<file path="src/rtl/matmul_result_reader.sv">
// Reads the A*C-word result RAM in address order and streams each word out LSB byte first.
// Define MATMUL_RD_CHECKSUM_EN to append a trailing XOR-of-all-bytes checksum byte.
module matmul_result_reader #(
  parameter  int A        = 16,
  parameter  int C        = 24,
  parameter  int OUT_BITS = 32,
  localparam int M3_L     = A * C,
  localparam int NBYTES   = OUT_BITS / 8,
  localparam int AW       = (M3_L > 1) ? $clog2(M3_L) : 1,
  localparam int BW       = (NBYTES > 1) ? $clog2(NBYTES) : 1
) (
  input  logic                clk,
  input  logic                rst,
  input  logic                start,
  output logic [AW-1:0]       m3_rd_addr,
  input  logic [OUT_BITS-1:0] m3_rd_data,
  output logic [7:0]          out_data,
  output logic                out_valid,
  input  logic                out_ready,
  output logic                busy,
  output logic                done
);

  localparam logic [AW-1:0] WLAST = AW'(M3_L - 1);
  localparam logic [BW-1:0] BLAST = BW'(NBYTES - 1);

`ifdef MATMUL_RD_CHECKSUM_EN
  typedef enum logic [2:0] {IDLE, READ, LOAD, SEND, CSUM} state_t;
  logic [7:0] csum_q;
`else
  typedef enum logic [2:0] {IDLE, READ, LOAD, SEND} state_t;
`endif

  state_t              state_q;
  logic [AW-1:0]       wcnt_q;
  logic [BW-1:0]       bcnt_q;
  logic [OUT_BITS-1:0] sh_q;
  logic                vld_q;
  logic                done_q;

  always_ff @(posedge clk) begin
    if (rst) begin
      state_q <= IDLE;
      wcnt_q  <= '0;
      bcnt_q  <= '0;
      sh_q    <= '0;
      vld_q   <= 1'b0;
      done_q  <= 1'b0;
`ifdef MATMUL_RD_CHECKSUM_EN
      csum_q  <= '0;
`endif
    end else begin
      done_q <= 1'b0;
      case (state_q)
        IDLE: if (start) begin
          wcnt_q  <= '0;
`ifdef MATMUL_RD_CHECKSUM_EN
          csum_q  <= '0;
`endif
          state_q <= READ;
        end
        // Address is presented this cycle; the RAM returns data next cycle.
        READ: state_q <= LOAD;
        LOAD: begin
          sh_q    <= m3_rd_data;
          bcnt_q  <= '0;
          vld_q   <= 1'b1;
          state_q <= SEND;
        end
        SEND: if (out_ready) begin
          sh_q   <= sh_q >> 8;
          bcnt_q <= bcnt_q + 1'b1;
`ifdef MATMUL_RD_CHECKSUM_EN
          csum_q <= csum_q ^ sh_q[7:0];
`endif
          if (bcnt_q == BLAST) begin
            if (wcnt_q == WLAST) begin
`ifdef MATMUL_RD_CHECKSUM_EN
              state_q <= CSUM;
`else
              vld_q   <= 1'b0;
              done_q  <= 1'b1;
              state_q <= IDLE;
`endif
            end else begin
              vld_q   <= 1'b0;
              wcnt_q  <= wcnt_q + 1'b1;
              state_q <= READ;
            end
          end
        end
`ifdef MATMUL_RD_CHECKSUM_EN
        CSUM: if (out_ready) begin
          vld_q   <= 1'b0;
          done_q  <= 1'b1;
          state_q <= IDLE;
        end
`endif
        default: state_q <= IDLE;
      endcase
    end
  end

  assign m3_rd_addr = wcnt_q;
  assign out_valid  = vld_q;
  assign busy       = (state_q != IDLE);
  assign done       = done_q;
`ifdef MATMUL_RD_CHECKSUM_EN
  assign out_data   = (state_q == CSUM) ? csum_q : sh_q[7:0];
`else
  assign out_data   = sh_q[7:0];
`endif

endmodule

</file>
<file path="config.mk">
export PLATFORM = sky130hd
export DESIGN_NAME = matmul_result_reader
export DESIGN_NICKNAME = d
export VERILOG_FILES = /design/src/rtl/matmul_result_reader.sv
export SDC_FILE = /design/constraint.sdc
export NUM_CORES = 1
export LEC_CHECK = 0
export CAP_MARGIN = 20
export CORE_MARGIN = 5
export CORE_UTILIZATION = 35
export DETAILED_ROUTE_END_ITERATION = 7
export PLACE_DENSITY_LB_ADDON = 0.1
export SLEW_MARGIN = 20
export SYNTH_ARGS = -nofsm -noshare
export SYNTH_HDL_FRONTEND = slang
export SYNTH_SLANG_ARGS = --single-unit
</file>
<file path="constraint.sdc">
create_clock -name clk -period 2.9 [get_ports clk]
set_input_delay 0.58 -clock clk [delete_from_list [all_inputs] [get_ports clk]]
set_output_delay 0.58 -clock clk [all_outputs]
set_load 0.05 [all_outputs]
</file>
==> metrics.cfg <==
[synthesis]
syn_nets=280
ys.flop_type=dfxtp_1
synthTopCellsByCount=dfxtp_1 (47), nor2_1 (45), mux2i_1 (26)
ys_seq_area_share_pct=43.0
synthTopCellsByArea=dfxtp_1 (43%), mux2i_1 (12%), a211oi_1 (8.6%)
synthesis.area_per_instance_um2=9.16
syn_inst=239
synth_top_family_by_area=compound AO/OA/AOI/OAI gates
yosys.area.top_type=dfxtp_1
yosys_warnings=0
yosys.area_share.adder_pct=2.86
syn_area_um2=2190
synth_edf_count=0
ys_seq_elements=47
synth_top_area_share_pct=43.0
async_reset_ff_share_pct=0
synth-xor-area-share_pct=0
muxShareOfSynthArea_pct=12.4
synth_simple_gate_area_share_pct=16.1
synth_compound_gate_area_share_pct=19.6
yosysMostFrequentCell=dfxtp_1
synth_cell_type_count=34

[critical_path]
critPathMaxStageDelay_ps=800
crit_arrival_ps=1900
worst_r2r_endpoint=sh_q[22]
r2r_slack_ps=890
critPathKind=reg -> out
cpMaxStageDelayCell=clkdlybuf4s50_1
crit_path_frequent_cell=inv_1
critPathMaxFanout=4
r2r_start=state_q[1]
required_ps=2320
crit_path_end_kind=output port
reg2reg_depth=6
startpoint_type=flop
cp_cell_sequence=inv_1 -> ha_1 -> inv_1 -> clkdlybuf4s50_1

[sta]
hold_viol=0
finalSetupViolations=0
hold_slack_ps=499
tightest_slew_ps=499
fmax_ghz=0.403
max-slew-margin-rel_pct=66.6
fin_setup_tns_ps=0
final-max-slew-violation-count=0
period_needed_ps=2480
fin_crit_sh_pct=85.6
skew_ps=7.27
grt_setup_unrepaired=false

[route]
drtIter0Drc=117
vias_per_cell=5.00
first_pass_iters=4
wirelength_um=4910
route.detailed.drc=0
wl_per_cell_um=13.6
ant_nets=0
vias=1805

[worst_hold_path]
holdPathEnd=out_valid
worstHoldPathType=reg -> reg
whs_path_depth=2
min_from=out_valid

[clocking]
cts_tree=done
insertion_delay_ps=300
ctsHoldBuffers=0
numCtsBuffers=5
cts_setup_buffers=0
cts-htree-levels=2
clock-root-buffer=clkbuf_8
clock_path_buffers=2
cts-resized-gates=0
clk_pin_slew_ps=80
cts_num_sinks=47

[global_routing]
grt_pass1_vias=1685
grt_pass1_wl_um=8060
grt_max_degree=33
gr-total-overflow=0
grt_usage_pct=13.1
antenna_found_initial=0

[power_and_ir_drop]
powerDensity_nw_per_um2=867
power_uw=2510
p_leak_uw=0.00101
vdd_ir_drop_max_mv=0.362

[place]
hpwl_um=3640
numPortBuffers=55
gp_congestion=0.809

[floorplanning]
start_util_pct=36.5
core_um2=5990
die_w_um=89.1
dieArea_um2=7930
die_h_um=89.1
ios=56
rows=28

[layout]
drive_above_1_share_pct=6.64
area_growth_pct=32.1
nets=326
diodes=0

[run_status]
status=completed

[flow_run]
maxCapViolCount=0

## state kept, by name, summed over array words and instances (netlist names)
signal and count:
bcnt_q 2, out_valid 1, done 1, m3_rd_addr 9, sh_q 32, state_q 2
## worst max-delay path, delay by kind of cell (launching register included)
kind,cells,cell delay (ps)
flip-flops,1,380
buffers and inverters,3,970
adder cells (fa/ha/maj),1,250
## final cells by class
class | count | area [um2]
clock inverters | 2 | 60.1
repair buffers | 61 | 596
clock buffers | 6 | 72.6
well taps | 75 | 93.8
flip-flops and latches | 47 | 941
multi-input cells | 167 | 1120
fillers | 591 | 3100
inverters | 3 | 11.3
## report_power, final
| part | leakage, uW | internal (uW) | switching [uW] | total [uW] |
|---|---|---|---|---|
| Combinational | 0.000567 | 412 | 610 | 1020 |
| Sequential | 0.000382 | 823 | 91.5 | 915 |
| Clock | 0.0000654 | 345 | 224 | 569 |
## routing by layer
layer	wire length, um	part of all wire [%]	vias up	track usage, %
met5	0	0	-	0
met4	70	1.4	0	4.06
met3	340	6.9	6	4.33
met2	2090	42	52	19.8
met1	2420	49	789	17.8
li1	-	-	958	-
## cell families (layout without fill, tap and decap cells)
group | count (synthesis) | after routing
flops | 47 | 47
compound gates | 59 | 59
buf+inv | 25 | 72
mux | 27 | 27
fa+ha+maj | 5 | 5
simple gates | 76 | 76
## per-stage QoR
step           instances  setup WS, ps  util, %  instance area (um2)
3_5_place_dp         353           593     46.0                 2760
4_1_cts              361           395     48.2                 2890
3_3_place_gp         353           594     46.0                 2760
2_1_floorplan        239          1030        -                 2190
5_1_grt              361           332     48.2                 2890
6_report             361           418     48.2                 2890
## how the worst max path moves through the flow
stage                    end  cells after the start  slack, ps           from
4_1_cts                 busy                      4        400     state_q[0]
3_5_place_dp         sh_q[9]                      5        590      out_ready
2_1_floorplan  m3_rd_addr[8]                      5       1030  m3_rd_addr[1]
3_3_place_gp   m3_rd_addr[4]                      4        590            rst
6_report                busy                      4        420     state_q[0]
5_1_grt                 busy                      4        330     state_q[0]
## layout by cell type (no fill, tap or decap), types with 2 or more instances in the layout
cell type and count:
a211oi_1 25, a21o_1 3, a21oi_1 5, a221o_1 3
a22oi_1 9, a31oi_1 5, and3_1 2, and4_1 3
buf_4 6, bufinv_16 2, clkbuf_8 5, clkdlybuf4s50_1 55
dfxtp_1 47, ha_1 4, inv_1 3, mux2i_1 26
nand2_1 8, nand2b_1 2, nand3_1 4, nor2_1 45
nor2b_1 5, nor3_1 3, o21ai_0 3
Note: power is estimated with default switching activity, not from simulation.
